### src/rtl/lcd_cmd_seq.sv
// lcd_cmd_seq: walks a command script ROM and hands each entry to an LCD controller
// over a busy/strobe handshake, with an ack timeout and completion pulse.
module lcd_cmd_seq (
    input  logic       clk,
    input  logic       reset,
    input  logic       start,
    input  logic [4:0] CROM_Q,
    output logic       CROM_rd,
    output logic [4:0] CROM_A,
    input  logic       lcd_busy,
    input  logic       lcd_done,
    output logic [3:0] cmd,
    output logic       cmd_valid,
    output logic       seq_busy,
    output logic       seq_done,
    output logic       seq_err,
    output logic [5:0] cmd_cnt
);
    typedef enum logic [2:0] {IDLE, FETCH, LATCH, ISSUE, WAIT_ACK, WAIT_REL, WAIT_DONE, ERR} state_t;
    state_t     r_state, w_next;
    logic       r_last;
    logic [2:0] r_ack_age;
    logic       w_go, w_ack, w_final;
    logic       w_crom_rd, w_cmd_valid, w_seq_busy, w_seq_done, w_seq_err;

    assign w_go    = start && (r_state == IDLE || r_state == ERR);
    // busy seen in the strobe cycle itself predates the strobe, so it is not an ack
    assign w_ack   = lcd_busy && r_ack_age != 3'd0;
    assign w_final = r_last || CROM_A == 5'd31;

    always_ff @(posedge clk or posedge reset)
        if (reset) r_state <= IDLE;
        else       r_state <= w_next;

    always_comb begin
        w_next = r_state;
        case (r_state)
            IDLE, ERR: if (start) w_next = FETCH;
            FETCH:     w_next = LATCH;
            LATCH:     w_next = ISSUE;
            ISSUE:     if (!lcd_busy) w_next = WAIT_ACK;
            WAIT_ACK:  if (w_ack) w_next = WAIT_REL; else if (r_ack_age == 3'd4) w_next = ERR;
            WAIT_REL:  if (!lcd_busy) w_next = !w_final ? FETCH : lcd_done ? IDLE : WAIT_DONE;
            WAIT_DONE: if (lcd_done) w_next = IDLE;
            default:   w_next = IDLE;
        endcase
    end

    // outputs are decoded from the upcoming state so they register in step with it
    always_comb begin
        w_crom_rd   = w_next == FETCH;
        w_cmd_valid = r_state == ISSUE && !lcd_busy;
        w_seq_busy  = w_next != IDLE && w_next != ERR;
        w_seq_done  = w_next == IDLE && (r_state == WAIT_DONE || r_state == WAIT_REL);
        w_seq_err   = w_next == ERR;
    end

    always_ff @(posedge clk or posedge reset) begin
        if (reset) begin
            CROM_rd   <= 1'b0;
            CROM_A    <= 5'd0;
            cmd       <= 4'd0;
            cmd_valid <= 1'b0;
            seq_busy  <= 1'b0;
            seq_done  <= 1'b0;
            seq_err   <= 1'b0;
            cmd_cnt   <= 6'd0;
            r_last    <= 1'b0;
            r_ack_age <= 3'd0;
        end else begin
            CROM_rd   <= w_crom_rd;
            cmd_valid <= w_cmd_valid;
            seq_busy  <= w_seq_busy;
            seq_done  <= w_seq_done;
            seq_err   <= w_seq_err;
            r_ack_age <= r_state == WAIT_ACK ? r_ack_age + 3'd1 : 3'd0;
            if (r_state == LATCH) begin
                cmd    <= CROM_Q[3:0];
                r_last <= CROM_Q[4];
            end
            if (w_go) begin
                CROM_A  <= 5'd0;
                cmd_cnt <= 6'd0;
            end else begin
                if (r_state == WAIT_REL && w_next == FETCH) CROM_A <= CROM_A + 5'd1;
                if (r_state == WAIT_ACK && w_ack && cmd_cnt != 6'd63) cmd_cnt <= cmd_cnt + 6'd1;
            end
        end
    end
endmodule

### config.mk
export PLATFORM = sky130hd
export DESIGN_NAME = lcd_cmd_seq
export DESIGN_NICKNAME = d
export VERILOG_FILES = /design/src/rtl/lcd_cmd_seq.sv
export SDC_FILE = /design/constraint.sdc
export NUM_CORES = 1
export LEC_CHECK = 0
export BUFFER_PORTS_ARGS = -buffer_cell sky130_fd_sc_hd__buf_2
export CAP_MARGIN = 20
export CORE_MARGIN = 2
export CORE_UTILIZATION = 50
export CTS_BUF_LIST = sky130_fd_sc_hd__clkbuf_8
export DETAILED_ROUTE_END_ITERATION = 7
export PLACE_DENSITY = 0.77
export SYNTH_ARGS = -nofsm -noshare
export SYNTH_HDL_FRONTEND = slang
export SYNTH_SLANG_ARGS = --single-unit
export TNS_END_PERCENT = 100
### constraint.sdc
create_clock -name clk -period 2.22 [get_ports clk]
set_input_delay 0.111 -clock clk [delete_from_list [all_inputs] [get_ports clk]]
set_output_delay 0.111 -clock clk [all_outputs]
set_load 0.02 [all_outputs]
==> results of run 1 <==
## registers in the layout, summed over array words and instances, names as in the netlist
name,count
seq_busy,1
r_state,3
CROM_rd,1
cmd,4
r_last,1
cmd_cnt,6
r_ack_age,3
CROM_A,5
seq_done,1
seq_err,1
cmd_valid,1
## area by class of cell
class	instances	area [µm²]	share of cell area [%]
multi-input cells	94	730.7	42.23
flip-flops and latches	27	678.2	39.19
repair buffers	36	203.9	11.79
clock buffers	3	41.29	2.386
well taps	31	38.79	2.242
inverters	9	33.78	1.952
clock inverters	1	3.754	0.2169
## synthesized netlist by cell type (all sizes together) (3+ instances only)
cell and n:
nand2b 4, nand3 4, nand2 10, inv 9
buf 5, and3 3, dfrtp 27, mux2 7
nor3 5, xnor2 3, nor2 15, ha 5
mux2i 4
## metrics by stage
step                instance area, µm²  utilization [%]  power [mW]
floorplan                         1473                -       1.375
global placement                  1657            60.60       1.561
detailed placement                1657            60.60       1.588
CTS                               1712            62.61       1.860
global route                      1730            63.30       2.007
finish                            1730            63.30       1.887
## how the worst max path moves through the flow
stage	cells after the start	to	slack [ns]
2_1_floorplan	8	CROM_A[0]	0.007
3_5_place_dp	8	CROM_A[0]	0.05
5_1_grt	8	CROM_A[0]	0.01
4_1_cts	8	CROM_A[0]	0.03
3_3_place_gp	8	CROM_A[0]	0.09
6_report	8	CROM_A[0]	0.08
## metal layers
metal  vias up  wire length (µm)  GRT usage, %
met2        21              1346         30.52
li1        546                 -             -
met1       524              1231         21.21
met4         0                43         8.638
met3         4                90         3.175
met5         -                 0             0
## worst max-delay path, stage by stage, from the launching register on
cell,delay [ns]
dfrtp_2,0.45
ha_4,0.17
and3_1,0.18
ha_1,0.20
o21ba_4,0.23
o21ai_4,0.15
o2111ai_4,0.17
a21oi_4,0.18
mux2_4,0.31
## power breakdown
group | switching, mW | total (mW) | internal, mW | leakage [nW]
clock | 0.145 | 0.269 | 0.124 | 0.0269
combinational | 0.467 | 0.872 | 0.405 | 0.444
sequential | 0.132 | 0.746 | 0.614 | 0.351
total | 0.745 | 1.89 | 1.14 | 0.822
## timing repair
item	CTS	global route
endpoints found under the setup margin	0	3
buffers inserted	0	2
endpoints found under the hold margin	11	0
resized for setup	0	1
hold buffers	1	0
## layout by cell type, fill, tap and decap left out, drive strengths merged
| cell | Yosys | routed |
|---|---|---|
| a211oi | 1 | 1 |
| a21boi | 1 | 1 |
| a21oi | 1 | 1 |
| a22oi | 1 | 1 |
| a32oi | 2 | 2 |
| and2 | 1 | 1 |
| and3 | 3 | 3 |
| and3b | 2 | 2 |
| buf | 5 | 35 |
| clkbuf | 0 | 3 |
| dfrtp | 27 | 27 |
| dlygate4sd3 | 0 | 1 |
| ha | 5 | 5 |
| inv | 9 | 10 |
| mux2 | 7 | 7 |
| mux2i | 4 | 4 |
| nand2 | 10 | 10 |
| nand2b | 4 | 4 |
| nand3 | 4 | 4 |
| nand3b | 2 | 2 |
| nand4 | 2 | 2 |
| nand4b | 1 | 1 |
| nor2 | 15 | 15 |
| nor2b | 2 | 2 |
| nor3 | 5 | 5 |
| nor3b | 2 | 2 |
| nor4b | 1 | 1 |
| o2111ai | 2 | 2 |
| o211ai | 2 | 2 |
| o21ai | 2 | 2 |
| o21ba | 1 | 1 |
| o21bai | 1 | 1 |
| o221ai | 1 | 1 |
| o2bb2ai | 2 | 2 |
| or3 | 1 | 1 |
| or3b | 1 | 1 |
| xnor2 | 3 | 3 |
| xor2 | 2 | 2 |
## cell families (layout without fill, tap and decap cells)
logic type	Yosys count	count (layout)	synth area share (%)
simple gates	56	56	20.87
flops	27	27	47.16
compound gates	17	17	11.53
buf+inv	14	49	4.453
mux	11	11	8.558
fa+ha+maj	5	5	4.367
xor+xnor	5	5	3.057
==> impl_metrics.toml, run 1 <==
[clock_network]
cts_inserted_buffers = 3
cts_tree = "yes"
clk_pin_slew_ns = 0.09
cts-htree-levels = 1
cts.sinks = 27
root_buffer = "clkbuf_8"
clock_latency_ns = 0.27
cts_max_path_buffers = 2

[synth]
synth.avg_cell_area_um2 = 10.61
syn_nets = 150
synth.distinct_cells = 42
synthCells = 135
synth_top_area_cell = "dfrtp_1"
ys_seq_area_share_pct = 47.16
synth_area_mm2 = 0.001433
synth_top_area_share_pct = 47.16
synth-main-ff-cell = "dfrtp_1"
synth_edf_count = 0
synth_seq_cells = 27
synthArstFlopShare_pct = 100.0
yosys_warnings = 0
synth.area.top_cells = "dfrtp_1 (47%), mux2_2 (4.7%), ha_1 (4.4%), nor2_1 (3.9%), mux2i_1 (2.8%)"

[global_route]
antenna_found_initial = 0
grt_pass1_wl_mm = 4.498
grt_overflow = 0
first_global_vias = 1083
grt_max_degree = 17
track_usage_pct = 17.71

[timing]
fin_skew_ns = 0.006578
final-max-slew-violation-count = 0
fin_worst_hold_slack_ns = 0.06916
setup_tns_ns = 0
finalCriticalPeriod_ns = 2.143
tightest_slew_ns = 0.4766
setup_viol = 0
hold_violations = 0
slew-limit-headroom_pct = 68.16
worst_slack_ns = 0.07745
rsz0062_at_grt = "no"
max_freq_ghz = 0.4667
post-route-period-util_pct = 96.51

[worst_setup_path]
end_kind = "flop"
required_ns = 2.38
rr_worst_depth = 8
timing.reg2reg.setup_slack_ns = 0.08
crit_type = "reg2reg"
r2r-end = "CROM_A[0]"
worstSetupStartpoint = "CROM_A[0]"
crit_path_max_fanout = 4
cp-start-kind = "flop"
cp.arrival_ns = 2.31
r2r-start = "CROM_A[0]"

[job]
cap_violations = 0

[drt]
vias_per_cell = 5.448
drt_iter0_markers = 30
first_pass_iters = 4
wire_per_inst_um = 13.49
ant_nets = 0
dr_total_vias = 1095
drc = 0
drt-total-wl_mm = 2.712

[placement]
place_ws_ns = 0.04816
dp_hpwl_mm = 2.129
port_buffers = 29
gp_congestion = 0.8401
place_inst = 194

[layout]
area_growth_pct = 20.79
antenna_cells = 0
instances_no_fill = 201
drive_above_1_share_pct = 32.94
nets = 186
fillCellCount = 216

[power_and_ir_drop]
ir_drop_mv = 0.6810
p_per_area_mw_per_mm2 = 1091
power_leakage_nw = 0.8215

[worst_hold_path]
min-delay-start = "CROM_Q[1]"
holdPathEnd = "cmd[1]"
min_path_type = "in2reg"
min_delay_path_depth = 2

[floorplanning]
initial_utilization_pct = 52.40
num_rows = 19
dieArea_mm2 = 0.003310
io-pin-count = 30
fp.dieW_um = 57.53
die_y_um = 57.53
design.core.area_mm2 = 0.002734

[outcome]
status = "finished clean"
(Power assumes the default switching activity.)
==> inputs of run 2 (changes only) <==
--- a/config.mk
+++ b/config.mk
@@ -5,10 +5,11 @@
 export SDC_FILE = /design/constraint.sdc
 export NUM_CORES = 1
 export LEC_CHECK = 0
+export ABC_AREA = 1
 export BUFFER_PORTS_ARGS = -buffer_cell sky130_fd_sc_hd__buf_2
 export CAP_MARGIN = 20
 export CORE_MARGIN = 2
-export CORE_UTILIZATION = 50
+export CORE_UTILIZATION = 51
 export CTS_BUF_LIST = sky130_fd_sc_hd__clkbuf_8
 export DETAILED_ROUTE_END_ITERATION = 7
 export PLACE_DENSITY = 0.77
==> run 2 against run 1 <==
Total power grew 15%. Worst hold slack lost 0.030 ns. Sequential power grew 3.5%. Largest cell class unchanged. Die area grew 6.8%. Critical path depth grew 3. Non-clock buffer count shrank 5. Register-to-register slack gained 0.16 ns. Combinational power grew 28%. Core utilization shrank 3.1 points.
==> impl_metrics.toml, run 2 <==
[outcome]
status = "finished clean"

[clock_network]
clk_pin_slew_ns = 0.09
root_buffer = "clkbuf_8"
postCtsSetupBuffers = 0
cts_max_path_buffers = 2
cts-htree-levels = 1
cts_tree = "yes"
clock_latency_ns = 0.27
cts.sinks = 27
postCtsHoldBufs = 1
cts_inserted_buffers = 3
cts_resized = 0

[floorplanning]
fp.dieW_um = 59.47
io-pin-count = 30
dieArea_mm2 = 0.003536
design.core.area_mm2 = 0.002978
initial_utilization_pct = 52.69
die_y_um = 59.47
num_rows = 20

[worst_setup_path]
crit_type = "reg2reg"
crit_path_max_fanout = 7
cp-start-kind = "flop"
cp.arrival_ns = 2.15
end_kind = "flop"
required_ns = 2.39

[drt]
vias_per_cell = 4.934
ant_nets = 0
drc = 0
dr_total_vias = 1268
drt_iter0_markers = 49
wire_per_inst_um = 11.28
first_pass_iters = 4
drt-total-wl_mm = 2.900

[timing]
max_freq_ghz = 0.5048
hold_violations = 0
fin_skew_ns = 0.005176
final-max-slew-violation-count = 0
setup_tns_ns = 0
post-route-period-util_pct = 89.23
tightest_slew_ns = 0.4366
setup_viol = 0
finalCriticalPeriod_ns = 1.981
rsz0062_at_grt = "no"
slew-limit-headroom_pct = 70.81

[synth]
synth.most_common_cell = "nand2_1"
synth-main-ff-cell = "dfrtp_1"
synth_edf_count = 0
synth.distinct_cells = 30
synthCells = 192
synthArstFlopShare_pct = 100.0
synth_area_mm2 = 0.001569
ys_seq_area_share_pct = 43.06
synth_top_area_cell = "dfrtp_1"
yosys_warnings = 0
ys_top_cells_by_count = "nand2_1 (55), dfrtp_1 (27), inv_1 (27)"
synth_top_area_share_pct = 43.06
syn_nets = 207
synth_seq_cells = 27
synth.avg_cell_area_um2 = 8.172
synth.area.top_cells = "dfrtp_1 (43%), nand2_1 (13%), inv_1 (6.5%), nor2_1 (4.8%), ha_1 (4.0%)"

[power_and_ir_drop]
seq_power_share_pct = 35.7
ir_drop_mv = 0.7101
power_leakage_nw = 1.073
clkPwrFrac_pct = 12.8
power_switching_mw = 1.036
p_per_area_mw_per_mm2 = 1208
p_int_mw = 1.128
fin_total_pwr_mw = 2.164
power_frac_comb_pct = 51.5
swShare_pct = 47.87

[layout]
antenna_cells = 0
largest_register_ffs = 6
area_growth_pct = 14.19
drive_above_1_share_pct = 25.89
nets = 240
post-route-cell-area_mm2 = 0.001792
mostFrequentLayoutCells = "nand2_1 (55), buf_2 (29), dfrtp_1 (27), inv_1 (27), nor2_1 (20)"
reg_top3 = "cmd_cnt (6), CROM_A (5), cmd (4)"
layout_commonest_cell = "nand2_1"
top_register = "cmd_cnt"

[placement]
dp_hpwl_mm = 2.137
place_area_mm2 = 0.001735
port_buffers = 29
gp_congestion = 0.8289

[job]
cap_violations = 0

[global_route]
grt_max_degree = 28
grt_pass1_wl_mm = 4.823
antenna_found_initial = 0
grt_overflow = 0
track_usage_pct = 18.09
first_global_vias = 1147

[worst_hold_path]
min_path_type = "in2reg"
run 2: area by class of cell:
class,count,area (µm²)
clock buffer,3,41.29
clock inverter,1,5.005
fill,265,1186
inverter,29,108.9
multi-input combinational,133,757.0
sequential,27,675.6
tap,33,41.29
timing repair buffer,31,162.7
run 2: critical path: stages, from the launching register on:
cell and delay (ns):
dfrtp_1 0.43, ha_1 0.23, and3_1 0.18, ha_1 0.19, o21bai_1 0.13, nand2_1 0.07
nand2_1 0.12, nand2_2 0.08, nor2_4 0.19, nand3_4 0.13, nand2_1 0.08, nand2_1 0.05
run 2: worst paths after layout:
path	startpoint	end	slack (ns)	depth (start not counted)
setup / recovery	CROM_A[0]	CROM_A[4]	0.24	11
hold / removal	CROM_Q[3]	cmd[3]	0.04	3
setup reg to reg	CROM_A[0]	CROM_A[4]	0.24	11
hold reg to reg	r_ack_age[0]	r_ack_age[0]	0.47	1
max in group asynchronous	reset	CROM_A[3]	1.53	4
min in group asynchronous	reset	r_last	0.43	4
run 2: cells by family (layout without fill, tap and decap cells):
kind of cell,count (synthesis),count (layout),synth area share (%)
AND/OR/NAND/NOR,117,117,39.15
adder cells (fa/ha/maj),5,5,3.987
AO/OA/AOI/OAI,7,7,2.871
XOR/XNOR,4,4,2.233
flip-flops,27,27,43.06
buffers and inverters,32,64,8.692
run 2: per-stage QoR:
stage | worst slack, ns | util (%) | instances | hold WS, ns
global placement | 0.3044 | 58.28 | 252 | 0.1826
detailed placement | 0.2506 | 58.28 | 252 | 0.1923
floorplan | 0.2849 | - | 192 | 0.1637
CTS | 0.2329 | 60.17 | 257 | 0.03401
global route | 0.09617 | 60.17 | 257 | 0.04026
finish | 0.2391 | 60.17 | 257 | 0.03888
run 2: layer usage:
metal  part of all wire [%]  global-route usage, %  up-vias
met5                      0                      0        -
met4                    1.5                  7.468        0
met3                    3.4                  2.620        5
met2                     46                  29.67       32
met1                     49                  23.79      563
li1                       -                      -      668
run 2: power by group through the flow:
stage	clock network, mW	registers [mW]	logic (mW)
6_report	0.277	0.772	1.12
4_1_cts	0.285	0.771	1.13
3_5_place_dp	0	0.780	1.12
3_3_place_gp	0	0.777	1.10
2_1_floorplan	0	0.839	0.840
5_1_grt	0.308	0.791	1.26
